===== src/rtl/cpack_timestamp_sched.sv =====
// cpack_timestamp_sched
//   Sits between the channel packer and the ADC DMA FIFO write port. It cuts
//   the packed stream into blocks of timestamp_every data beats. Each block is
//   preceded by one header beat that carries the timestamp sampled when the
//   block's first data beat arrived.
//
// Ports
//   clk, reset          sample clock, async active-high reset
//   enable              header insertion enable (sampled at block boundaries)
//   timestamp           free-running sample timestamp
//   timestamp_every     data beats per block (sampled at block start)
//   in_wr_en/sync/data  packed beat from the packer
//   in_wr_overflow      out_wr_overflow | spacing_err back to the packer
//   out_wr_en/sync/data beat to the FIFO (header or data)
//   out_wr_overflow     FIFO overflow from downstream
//   spacing_err         sticky flag: a beat was dropped (too close to a start)
//   header_count        headers emitted, wrapping
//   err_clear           synchronous clear of spacing_err
//
// All outputs are registered, so a beat taken at cycle t leaves at t+1. The
// header is registered on the edge that takes the START beat, which makes the
// HDR cycle the one where the header is visible. The held first beat follows
// in FIRST. Any beat arriving in HDR or FIRST has no output slot, so it is
// dropped.
module cpack_timestamp_sched #(
  parameter int COUNT_WIDTH = 32
) (
  input  logic                   clk,
  input  logic                   reset,
  input  logic                   enable,
  input  logic [63:0]            timestamp,
  input  logic [COUNT_WIDTH-1:0] timestamp_every,
  input  logic                   in_wr_en,
  input  logic                   in_wr_sync,
  input  logic [63:0]            in_wr_data,
  output logic                   in_wr_overflow,
  output logic                   out_wr_en,
  output logic                   out_wr_sync,
  output logic [63:0]            out_wr_data,
  input  logic                   out_wr_overflow,
  output logic                   spacing_err,
  output logic [COUNT_WIDTH-1:0] header_count,
  input  logic                   err_clear
);

  typedef enum logic [2:0] {BYPASS, HDR, FIRST, STREAM, BLOCK_END} state_t;

  state_t                 state, state_nxt;
  logic [COUNT_WIDTH-1:0] remaining, remaining_nxt;
  logic [63:0]            hold, hold_nxt;
  logic                   en_nxt, sync_nxt, hdr_inc, drop, start, can_start;
  logic [63:0]            data_nxt;

  assign can_start      = enable && (timestamp_every != '0);
  assign in_wr_overflow = out_wr_overflow | spacing_err;

  always_comb begin
    state_nxt     = state;
    remaining_nxt = remaining;
    hold_nxt      = hold;
    en_nxt        = 1'b0;
    sync_nxt      = 1'b0;
    data_nxt      = in_wr_data;
    hdr_inc       = 1'b0;
    drop          = 1'b0;
    start         = 1'b0;
    case (state)
      BYPASS: begin
        if (in_wr_en) begin
          if (in_wr_sync && can_start) start = 1'b1;
          else begin
            en_nxt   = 1'b1;
            sync_nxt = in_wr_sync;
          end
        end
      end
      HDR: begin
        // Header is on the output now; queue the held first beat behind it.
        drop      = in_wr_en;
        en_nxt    = 1'b1;
        data_nxt  = hold;
        state_nxt = FIRST;
      end
      FIRST: begin
        drop      = in_wr_en;
        state_nxt = (remaining == '0) ? BLOCK_END : STREAM;
      end
      STREAM: begin
        if (in_wr_en) begin
          en_nxt        = 1'b1;
          remaining_nxt = remaining - 1'b1;
          if (remaining == COUNT_WIDTH'(1)) state_nxt = BLOCK_END;
        end
      end
      BLOCK_END: begin
        // Sync flag is irrelevant here: blocks tile back to back.
        if (in_wr_en) begin
          if (can_start) start = 1'b1;
          else begin
            en_nxt    = 1'b1;
            sync_nxt  = in_wr_sync;
            state_nxt = BYPASS;
          end
        end
      end
      default: state_nxt = BYPASS;
    endcase
    if (start) begin
      state_nxt     = HDR;
      remaining_nxt = timestamp_every - 1'b1;
      hold_nxt      = in_wr_data;
      en_nxt        = 1'b1;
      sync_nxt      = 1'b1;
      data_nxt      = timestamp;
      hdr_inc       = 1'b1;
    end
  end

  always_ff @(posedge clk or posedge reset) begin
    if (reset) begin
      state        <= BYPASS;
      remaining    <= '0;
      hold         <= '0;
      out_wr_en    <= 1'b0;
      out_wr_sync  <= 1'b0;
      out_wr_data  <= '0;
      spacing_err  <= 1'b0;
      header_count <= '0;
    end else begin
      state       <= state_nxt;
      remaining   <= remaining_nxt;
      hold        <= hold_nxt;
      out_wr_en   <= en_nxt;
      out_wr_sync <= sync_nxt;
      if (en_nxt) out_wr_data <= data_nxt;
      if (hdr_inc) header_count <= header_count + 1'b1;
      // A new drop beats a clear in the same cycle.
      if (drop) spacing_err <= 1'b1;
      else if (err_clear) spacing_err <= 1'b0;
    end
  end

endmodule


===== config.mk =====
export PLATFORM = sky130hd
export DESIGN_NAME = cpack_timestamp_sched
export DESIGN_NICKNAME = d
export VERILOG_FILES = /design/src/rtl/cpack_timestamp_sched.sv
export SDC_FILE = /design/constraint.sdc
export NUM_CORES = 1
export LEC_CHECK = 0
export CAP_MARGIN = 5
export CORE_ASPECT_RATIO = 2
export CORE_MARGIN = 2
export CORE_UTILIZATION = 35
export CTS_CLUSTER_DIAMETER = 200
export CTS_CLUSTER_SIZE = 16
export DETAILED_ROUTE_END_ITERATION = 7
export GPL_TIMING_DRIVEN = 1
export PLACE_DENSITY = 0.69
export SYNTH_ARGS = -nofsm -noshare
export SYNTH_HDL_FRONTEND = slang
export SYNTH_SLANG_ARGS = --single-unit

===== constraint.sdc =====
create_clock -name clk -period 9 [get_ports clk]
set_input_delay 1.35 -clock clk [delete_from_list [all_inputs] [get_ports clk]]
set_output_delay 1.35 -clock clk [all_outputs]
set_load 0.02 [all_outputs]

* Word-level counts from Yosys, hierarchy flattened
Index checks and enable logic that the tools add are counted.
** Word-level totals
- Output and inout port bits :: 100
- Bits in registers :: 198
- Logic and storage cells :: 67
- Input port bits :: 167
** Operators by class
- Mux-type cells :: 34
- Add/sub/neg operators :: 3
- Reduce and logical (&&, ||, !) cells :: 11
- Bitwise operators :: 1
- Eq/ne operators :: 10
** Operators by type and width (number)
- 2-to-1 mux 64 bit :: 2
- 2-to-1 mux 32 bit :: 3
- subtractor 32 x 1 -> 32 bit (second input constant) :: 2
- adder 32 x 1 -> 32 bit (second input constant) :: 1
- equality test 32 x 1 -> 1 bit (second input constant) :: 1
- zero test 32 bit :: 1
- nonzero test 32 bit :: 1
- 2-to-1 mux 1 bit :: 19
- 2-to-1 mux 3 bit :: 6
- case mux 3 bit (5 select lines) :: 1
- inequality test 3 bit (second input constant) :: 4
- equality test 3 x 2 -> 1 bit (second input constant) :: 2
- nonzero test 2 bit :: 3
- AND reduction 5 bit :: 1
- case mux 1 bit (2 select lines) :: 2
- case mux 1 bit (4 select lines) :: 1
- equality test 3 x 1 -> 1 bit (second input constant) :: 1
- equality test 3 bit (second input constant) :: 1
- zero test 3 bit :: 1
- logical AND 1 bit :: 2
- inequality test 2 bit (second input constant) :: 1
- AND reduction 2 bit :: 1
- OR reduction 2 bit :: 1
- OR 1 bit :: 1

* Longest topological paths before layout
Gate-level depths: netlist of run 1.
- Depth in word-level cells :: 8
- Depth in mapped cells :: 9

* Least setup slack after synthesis of run 1
OpenSTA, ideal clock, no wires.
- Kind :: in2reg
- Start point :: input port timestamp_every[0]
- End point :: register header_count[31]
- Path buffers :: 1
- Path slack :: 5.411 ns
- Setup time :: 0.132 ns
- Stages :: 8
- Arrival time :: 3.457 ns
- Cell sequence :: inv_1 -> ha_1 -> nor3b_1 -> nand4_1 -> clkbuf_1 -> o311ai_2 -> nor3_1 -> xor2_1
** Between the ends
- Word-level cells in the longest chain between the ends :: 7
- Elaborated cells on any way between the ends :: 9
- Classes of those cells :: 6 x mux; 3 x reduce/logical
** Ends and longest elaborated chain
- start, declared :: line 32 : input logic [COUNT_WIDTH-1:0] timestamp_every,
- nonzero test 32 bit * :: line 54 : assign can_start = enable && (timestamp_every != '0);
- logical AND 1 bit * :: line 54
- logical AND 1 bit :: line 70 : if (in_wr_sync && can_start) start = 1'b1;
- 2-to-1 mux 1 bit :: line 70
- 2-to-1 mux 1 bit :: line 69 : if (in_wr_en) begin
- case mux 1 bit (2 select lines) * :: line 67 : case (state)
- 2-to-1 mux 1 bit * :: line 108 : if (start) begin
- end signal, assigned :: line 136 : if (hdr_inc) header_count <= header_count + 1'b1;
- end, declared :: line 42 : output logic [COUNT_WIDTH-1:0] header_count,
Every way passes the cells marked *; elsewhere a longest branch is shown, timed or not.
A chain may end at the register's enable or synchronous reset.

* Final worst setup path of run 1
- Start point :: input port timestamp_every[25]
- End point :: register out_wr_data[50]
** Between the ends
- Word-level cells in the longest chain between the ends :: 7
- Elaborated cells on any way between the ends :: 15
- Classes of those cells :: 12 x mux; 3 x reduce/logical
** Ends and longest elaborated chain
- nonzero test 32 bit * :: line 54
- logical AND 1 bit * :: line 54
- logical AND 1 bit :: line 70
- 2-to-1 mux 1 bit :: line 70
- 2-to-1 mux 1 bit :: line 69
- case mux 1 bit (4 select lines) or case mux 1 bit (2 select lines) (tied branches) :: line 67
- 2-to-1 mux 1 bit or 2-to-1 mux 64 bit (tied branches) :: line 108
- end signal, assigned :: line 135 : if (en_nxt) out_wr_data <= data_nxt;
- end, declared :: line 39 : output logic [63:0] out_wr_data,
Marks and branches as above.

==> impl_results.rst, run 1 <==
.. list-table::
   :header-rows: 1

   * - Metric
     - Value
   * - Largest net degree at the start of global routing
     - 140
   * - Depth of the critical timing path with buffers and inverters included
     - 8
   * - Worst reg2reg path depth
     - 6
   * - Layout area overhead
     - 34.0%
   * - Main flop type after synthesis
     - sky130_fd_sc_hd__dfrtp_1
   * - Number of enable flip-flop cells after synthesis
     - 0
   * - Floorplan die width
     - 125 um
   * - Share of layout cells above drive strength 1
     - 0.0982
   * - Register clock-pin slew on the reported worst setup and hold paths
     - 70 ps
   * - Quantity of I/O buffers inserted on ports
     - 266
   * - Root buffer cell
     - sky130_fd_sc_hd__clkbuf_16
   * - Count of filler cells inserted in the layout
     - 2,650
   * - TritonCTS clock tree
     - done
   * - Start point of the worst hold path
     - header_count[31]
   * - Leftover overflow at the end of global routing
     - 0
   * - Std-Cell Core Area
     - 28,700 um2
   * - Cell count after synthesis
     - 1,037
   * - Number of buffers inserted to repair setup after CTS
     - 0
   * - Total placed cells including tap cells
     - 1,603
   * - Boundary Pins
     - 267
   * - Final hold violation count
     - 0
   * - Endpoint of the most critical register-to-register path
     - remaining[8]
   * - Worst reg-to-reg setup slack
     - 5870 ps
   * - Post-CTS Hold Fix Bufs
     - 0
   * - RD Place Congestion
     - 0.869
   * - Antenna violations before repair
     - 8
   * - Setup skew after layout
     - 10.8 ps
   * - Antenna-violating nets left
     - 0
   * - Synthesized net count
     - 1,209
   * - Storage element area
     - 4950 um2
   * - Arrival time at the worst endpoint
     - 4990 ps
   * - Static Leak
     - 5.62 nW
   * - Number of vias per cell
     - 5.36
   * - Number of clock buffers inserted by TritonCTS
     - 17
   * - Power density of the placed cells
     - 284 nW/um2
   * - DR DRC count
     - 0
   * - Post-Route Hold Slack
     - 469 ps
   * - Category of the worst setup path capture point
     - flip-flop
   * - Normalized max-slew margin
     - 0.273
   * - Standard-cell row count
     - 88
   * - Maximum fanout along the worst path
     - 90
   * - DP HPWL
     - 21.6 mm
   * - Number of gates resized after CTS
     - 0
   * - Internal Pwr Total
     - 2.48 mW
   * - Wire length of the first global-routing pass
     - 47.5 mm
   * - Height of the chip
     - 246 um
   * - Number of clock sinks seen by CTS
     - 198
   * - GRT Overall Usage
     - 0.196
   * - Startpoint types
     - input pin
   * - Final std cells w/o fill
     - 1,642
   * - Vias
     - 8,794
   * - Top achievable clock speed
     - 215 MHz
   * - Result of the run
     - finished clean
   * - Initial standard-cell utilization of the core
     - 0.355
   * - Launching element of the worst setup path
     - timestamp_every[25]
   * - Shortest clock period the worst path allows after layout
     - 4660 ps
   * - Least-Margin Pin Slew
     - 1090 ps
   * - Reg-to-reg startpoint
     - state[0]
   * - Largest buffer count on any clock path
     - 2
   * - Type of the worst setup path
     - input pin to flip-flop
   * - Peak per-stage delay on the critical path
     - 750 ps
   * - Clock latency on the worst-skew pair
     - 450 ps
   * - Synthesized area divided by synthesized cell count
     - 9.85 um2
   * - Synth unique cells
     - 53
   * - Tot Pwr
     - 3.89 mW
   * - Largest delay contributor family on the critical path
     - buffers and inverters
   * - CP Buf/Inv Count
     - 3
   * - Switching share of power
     - 0.362
   * - Flop and latch count out of synthesis
     - 198
   * - Hold/Removal Path Class
     - flip-flop to flip-flop
   * - Share of total power in combinational logic
     - 0.417
   * - Reported net switching power
     - 1.41 mW
   * - Fraction of the yosys area taken by sequential cells
     - 0.485
   * - Largest voltage drop on the vdd net
     - 0.181 mV
   * - Routed wire length
     - 30.1 mm
   * - Final number of max-transition violations
     - 0
   * - Post-Synthesis Cell Area
     - 10,200 um2
   * - Area taken by multi-input logic gates
     - 4900 um2
   * - H-tree levels
     - 4
   * - Asr flop ratio synth
     - 1.00
   * - Via count of the first global-routing pass
     - 8,817
   * - Max-cap viol count
     - 0
   * - Die area
     - 30,700 um2
   * - Unrepaired setup endpoints after global routing
     - false
   * - Proportion of power drawn by flip-flops and latches
     - 0.394
   * - Cell type of the slowest stage on the worst timing path
     - sky130_fd_sc_hd__buf_4
   * - Setup-failing EPs final
     - 0
   * - Clk network pwr share
     - 0.190
   * - Final-layout setup total negative slack
     - 0 ps
   * - Ordered list of cells on the worst path
     - clkdlybuf4s50_1, or4_1, or4_1, o31ai_4, buf_4, buf_4, nand3_1, o221a_2
   * - Required time of the critical path
     - 9340 ps
   * - Number of DRC markers in iteration 0
     - 598
   * - NumNets Final
     - 1,434
   * - YS warnings
     - 0
   * - DR pass1 iterations
     - 6
   * - Final critical-path share of the clock period
     - 0.518
   * - Critical Path Sink
     - out_wr_data[50]
   * - Routed len/inst
     - 18.3 um
## final cells by class
class | count | share of cell area
inverters | 17 | 0.00521
clock inverters | 10 | 0.00722
clock buffers | 20 | 0.0326
repair buffers | 278 | 0.201
flip-flops and latches | 198 | 0.362
diodes | 9 | 0.00164
well taps | 360 | 0.0329
multi-input cells | 750 | 0.358
## sequential cells by signal (all words and copies together) (netlist names)
name,cells
out_wr_sync,1
spacing_err,1
header_count,32
remaining,32
hold,64
out_wr_en,1
out_wr_data,64
state,3
## Yosys cell counts (7+ instances only)
master,n,area share
sky130_fd_sc_hd__nor4_1,26,0.016
sky130_fd_sc_hd__clkbuf_1,42,0.015
sky130_fd_sc_hd__xnor2_1,37,0.032
sky130_fd_sc_hd__nor3_1,26,0.013
sky130_fd_sc_hd__nand4_1,16,0.0098
sky130_fd_sc_hd__o221a_2,64,0.071
sky130_fd_sc_hd__or4_1,16,0.012
sky130_fd_sc_hd__or3_1,11,0.0067
sky130_fd_sc_hd__nand2_1,220,0.081
sky130_fd_sc_hd__xor2_1,29,0.025
sky130_fd_sc_hd__dfrtp_1,198,0.48
sky130_fd_sc_hd__o21ai_0,13,0.0064
sky130_fd_sc_hd__nand3_1,83,0.041
sky130_fd_sc_hd__mux2i_1,72,0.071
sky130_fd_sc_hd__a21oi_1,7,0.0034
sky130_fd_sc_hd__buf_2,22,0.011
sky130_fd_sc_hd__inv_1,17,0.0062
sky130_fd_sc_hd__nor2_1,42,0.015
## power groups by stage
stage / Combinational (mW) / Sequential, mW / Clock (mW)
3_3_place_gp: 1.60 / 1.53 / 0
5_1_grt: 1.76 / 1.58 / 0.794
2_1_floorplan: 0.875 / 1.67 / 0
4_1_cts: 1.63 / 1.53 / 0.762
6_report: 1.62 / 1.53 / 0.737
3_5_place_dp: 1.63 / 1.54 / 0
## worst min path at each step
stage,slack [ps],endpoint,cells after the start
after CTS,470,header_count[31],1
final,470,header_count[31],1
after global placement,460,hold[51],2
after detailed placement,460,header_count[31],1
after global routing,500,hold[55],2
after floorplan,450,hold[0],2
## stage by stage
stage | utilization | area, um2 | setup WS (ps)
after floorplan | - | 10200 | 2250
after global placement | 0.457 | 13100 | 3960
after global routing | 0.476 | 13700 | 4150
after detailed placement | 0.457 | 13100 | 3870
final | 0.476 | 13700 | 4340
after CTS | 0.476 | 13700 | 4360
## routing by layer
metal  GRT usage  wire (um)  up-vias
li1            -          -     4214
met1       0.200      10900     4279
met2       0.375      17000      232
met3      0.0326       1010       69
met4       0.105       1210        0
met5           0          0        -
## cell usage in the layout (no fill, tap or decap), types with 5 or more instances in the layout
cell type	n
sky130_fd_sc_hd__clkdlybuf4s50_1	266
sky130_fd_sc_hd__a31oi_1	6
sky130_fd_sc_hd__nand2_1	220
sky130_fd_sc_hd__o41ai_1	5
sky130_fd_sc_hd__nor4_1	26
sky130_fd_sc_hd__nand4_1	16
sky130_fd_sc_hd__o21ai_0	13
sky130_fd_sc_hd__nor3b_1	5
sky130_fd_sc_hd__nor3_1	26
sky130_fd_sc_hd__buf_4	12
sky130_fd_sc_hd__o31a_1	5
sky130_fd_sc_hd__dfrtp_1	198
sky130_fd_sc_hd__o31ai_1	5
sky130_fd_sc_hd__or2_2	6
sky130_fd_sc_hd__diode_2	9
sky130_fd_sc_hd__mux2i_1	72
sky130_fd_sc_hd__xor2_1	29
sky130_fd_sc_hd__inv_1	16
sky130_fd_sc_hd__or3_1	11
sky130_fd_sc_hd__o221a_2	64
sky130_fd_sc_hd__ha_1	5
sky130_fd_sc_hd__nor2_1	42
sky130_fd_sc_hd__clkbuf_16	17
sky130_fd_sc_hd__or4_1	16
sky130_fd_sc_hd__xnor2_1	37
sky130_fd_sc_hd__a22oi_1	5
sky130_fd_sc_hd__nand3_1	83
sky130_fd_sc_hd__a21oi_1	7
sky130_fd_sc_hd__o211ai_1	6
## cell families (layout without fill, tap and decap cells)
family	Yosys count	in the layout	share of synthesized area
buf+inv	89	325	0.0372
other cells	0	9	0
mux	73	73	0.0716
xor+xnor	66	66	0.0566
fa+ha+maj	5	5	0.00612
flops	198	198	0.485
simple gates	466	466	0.214
compound gates	140	140	0.129
Power figures use the tool's default switching activity.
==> inputs of run 2 (changes only) <==
clock period = 4.7 ns   (was 9 ns; I/O delays follow)
==> run 2 against run 1 <==
Effect of this change: combinational power up 94%; clock skew down 0.96 ps; core utilization up 0.48 points; first-iteration DRC count down 10%; largest power group unchanged; highest routed layer unchanged.
==> impl_results.rst, run 2 (synthesis gave the netlist of run 1 again) <==
.. list-table::
   :header-rows: 1

   * - Metric
     - Value
   * - Clock latency on the worst-skew pair
     - 450 ps (about the same)
   * - Top achievable clock speed
     - 275 MHz
   * - DP HPWL
     - 21.9 mm (+1.1%)
   * - Setup skew after layout
     - 9.84 ps (-0.961 ps)
   * - Shortest clock period the worst path allows after layout
     - 3630 ps
   * - Number of vias per cell
     - 5.39 (+0.56%)
   * - Largest buffer count on any clock path
     - 2 (unchanged)
   * - Antenna violations before repair
     - 3 (-5)
   * - Largest net degree at the start of global routing
     - 140 (unchanged)
   * - Number of DRC markers in iteration 0
     - 537 (-10%)
   * - TritonCTS clock tree
     - done
   * - Number of gates resized after CTS
     - 0 (unchanged)
   * - GRT Overall Usage
     - 0.197 (+0.00128)
   * - Static Leak
     - 5.70 nW (+1.4%)
   * - Most used cells in the layout excluding fill and tap cells
     - sky130_fd_sc_hd__clkdlybuf4s50_1, sky130_fd_sc_hd__nand2_1, sky130_fd_sc_hd__dfrtp_1
   * - Boundary Pins
     - 267 (unchanged)
   * - Share of layout cells above drive strength 1
     - 0.105 (+0.00649)
   * - Worst reg-to-reg setup slack
     - 1590 ps (-4280 ps)
   * - Reg-to-reg startpoint
     - state[0]
   * - Hold/Removal Path Class
     - flip-flop to flip-flop
   * - Crit-path most repeated cell
     - sky130_fd_sc_hd__or4_1
   * - Endpoint of the most critical register-to-register path
     - header_count[3]
   * - Number of buffers inserted to repair setup after CTS
     - 0 (unchanged)
   * - Peak per-stage delay on the critical path
     - 800 ps (+50 ps)
   * - Final hold violation count
     - 0 (unchanged)
   * - Power density of the placed cells
     - 546 nW/um2 (+92%)
   * - Final number of max-transition violations
     - 0 (unchanged)
   * - Standard-cell row count
     - 88 (unchanged)
   * - Required time of the critical path
     - 5030 ps (-4310 ps)
   * - Root buffer cell
     - sky130_fd_sc_hd__clkbuf_16
   * - Final-layout setup total negative slack
     - 0 ps (unchanged)
   * - Post-Route Hold Slack
     - 477 ps (+7.96 ps)
   * - DR pass1 iterations
     - 5 (-1)
   * - Max-cap viol count
     - 0 (unchanged)
   * - Type of the worst setup path
     - input pin to flip-flop
   * - Number of clock sinks seen by CTS
     - 198 (unchanged)
   * - Vias
     - 8,849 (+0.63%)
   * - Worst reg2reg path depth
     - 7 (+1)
   * - Routed len/inst
     - 18.4 um (+0.52%)
   * - Wire length of the first global-routing pass
     - 48.2 mm (+1.4%)
   * - Die area
     - 30,700 um2 (unchanged)
   * - Std-Cell Core Area
     - 28,700 um2 (unchanged)
   * - DR DRC count
     - 0 (unchanged)
   * - Arrival time at the worst endpoint
     - 3960 ps (-1030 ps)
   * - Top flop regs
     - hold: 64 flops, out_wr_data: 64 flops
   * - Leftover overflow at the end of global routing
     - 0 (unchanged)
   * - RD Place Congestion
     - 0.834 (-4.0%)
   * - Ordered list of cells on the worst path
     - clkdlybuf4s50_1, or4_1, or4_1, o31a_2, buf_12, nor2_1, o31ai_1
   * - Via count of the first global-routing pass
     - 8,852 (+0.40%)
   * - Critical Path Sink
     - state[0]
   * - NumNets Final
     - 1,439 (+0.35%)
   * - Normalized max-slew margin
     - 0.250 (-0.0228)
   * - Largest voltage drop on the vdd net
     - 0.286 mV (+58%)
   * - H-tree levels
     - 4 (unchanged)
   * - Routed wire length
     - 30.3 mm (+0.58%)
   * - Number of clock buffers inserted by TritonCTS
     - 17 (unchanged)
   * - Antenna-violating nets left
     - 0 (unchanged)
   * - Floorplan die width
     - 125 um (unchanged)
   * - Maximum fanout along the worst path
     - 52 (-42%)
   * - Post-CTS Hold Fix Bufs
     - 0 (unchanged)
   * - Launching element of the worst setup path
     - timestamp_every[24]
   * - Category of the worst setup path capture point
     - flip-flop
   * - Post-Place Setup Slack
     - 657 ps (-3210 ps)
   * - Count of filler cells inserted in the layout
     - 2,646 (-0.15%)
   * - Least-Margin Pin Slew
     - 1130 ps (+34.3 ps)
   * - Final critical-path share of the clock period
     - 0.773
   * - Register clock-pin slew on the reported worst setup and hold paths
     - 80 ps (about the same)
   * - Unrepaired setup endpoints after global routing
     - false
   * - Height of the chip
     - 246 um (unchanged)
   * - Result of the run
     - finished clean
   * - Cell type of the slowest stage on the worst timing path
     - sky130_fd_sc_hd__o31a_2
   * - Min setup slack post-route
     - 1070 ps (-3270 ps)
   * - Tot Pwr
     - 7.55 mW (+94%)
   * - Setup-failing EPs final
     - 0 (unchanged)
   * - Startpoint types
     - input pin
   * - Layout area overhead
     - 35.4%
   * - Most common cell after layout, fill and taps aside
     - sky130_fd_sc_hd__clkdlybuf4s50_1
   * - Initial standard-cell utilization of the core
     - 0.355 (unchanged)
   * - Quantity of I/O buffers inserted on ports
     - 266 (unchanged)
## run 2: cell types whose count changed in the layout (fill, tap and decap cells not counted), sizes merged
cell | previous run | this run
diode | 9 | 3
inv | 20 | 22
clkbuf | 20 | 18
buf | 12 | 17
clkinv | 4 | 6
## run 2: cell type report
class                      count  area, um2  share of cell area
sequential                   198       4950               0.358
clock inverter                14        139              0.0100
antenna                        3       7.51            0.000543
multi-input combinational    750       4900               0.354
timing repair buffer         283       2880               0.208
clock buffer                  18        439              0.0318
inverter                      17       67.6             0.00488
tap                          360        450              0.0326
## run 2: layer usage
layer / up-vias / global-route usage / wire length [um]
li1: 4208 / - / -
met1: 4367 / 0.207 / 11000
met2: 214 / 0.377 / 17100
met3: 60 / 0.0285 / 976
met4: 0 / 0.0978 / 1210
met5: - / 0 / 0
## run 2: how the worst min path moves through the flow
stage                   from       end  slack [ps]  depth (start not counted)
floorplan            hold[0]   hold[0]         450                          2
global placement    hold[59]  hold[59]         460                          2
detailed placement   hold[1]   hold[1]         460                          2
CTS                 hold[55]  hold[55]         480                          2
global route        hold[60]  hold[60]         500                          2
finish               hold[1]   hold[1]         480                          2
## run 2: report_power, final
| part | switching (mW) | internal (mW) | leakage (nW) |
|---|---|---|---|
| logic | 1.53 | 1.62 | 2.99 |
| clock network | 0.714 | 0.760 | 0.287 |
| registers | 0.512 | 2.41 | 2.42 |
## run 2: metrics by stage
| step | cells | area, um2 | utilization |
|---|---|---|---|
| after floorplan | 1037 | 10200 | - |
| after global placement | 1608 | 13200 | 0.461 |
| final | 1643 | 13800 | 0.481 |
| after global routing | 1643 | 13800 | 0.481 |
| after CTS | 1640 | 13800 | 0.481 |
| after detailed placement | 1608 | 13200 | 0.461 |
## run 2: critical path, delay by kind of cell
family | cells | cell delay (ps)
and+or+nand+nor | 3 | 1460
buffers and inverters | 2 | 820
AOI/OAI and AO/OA | 2 | 910
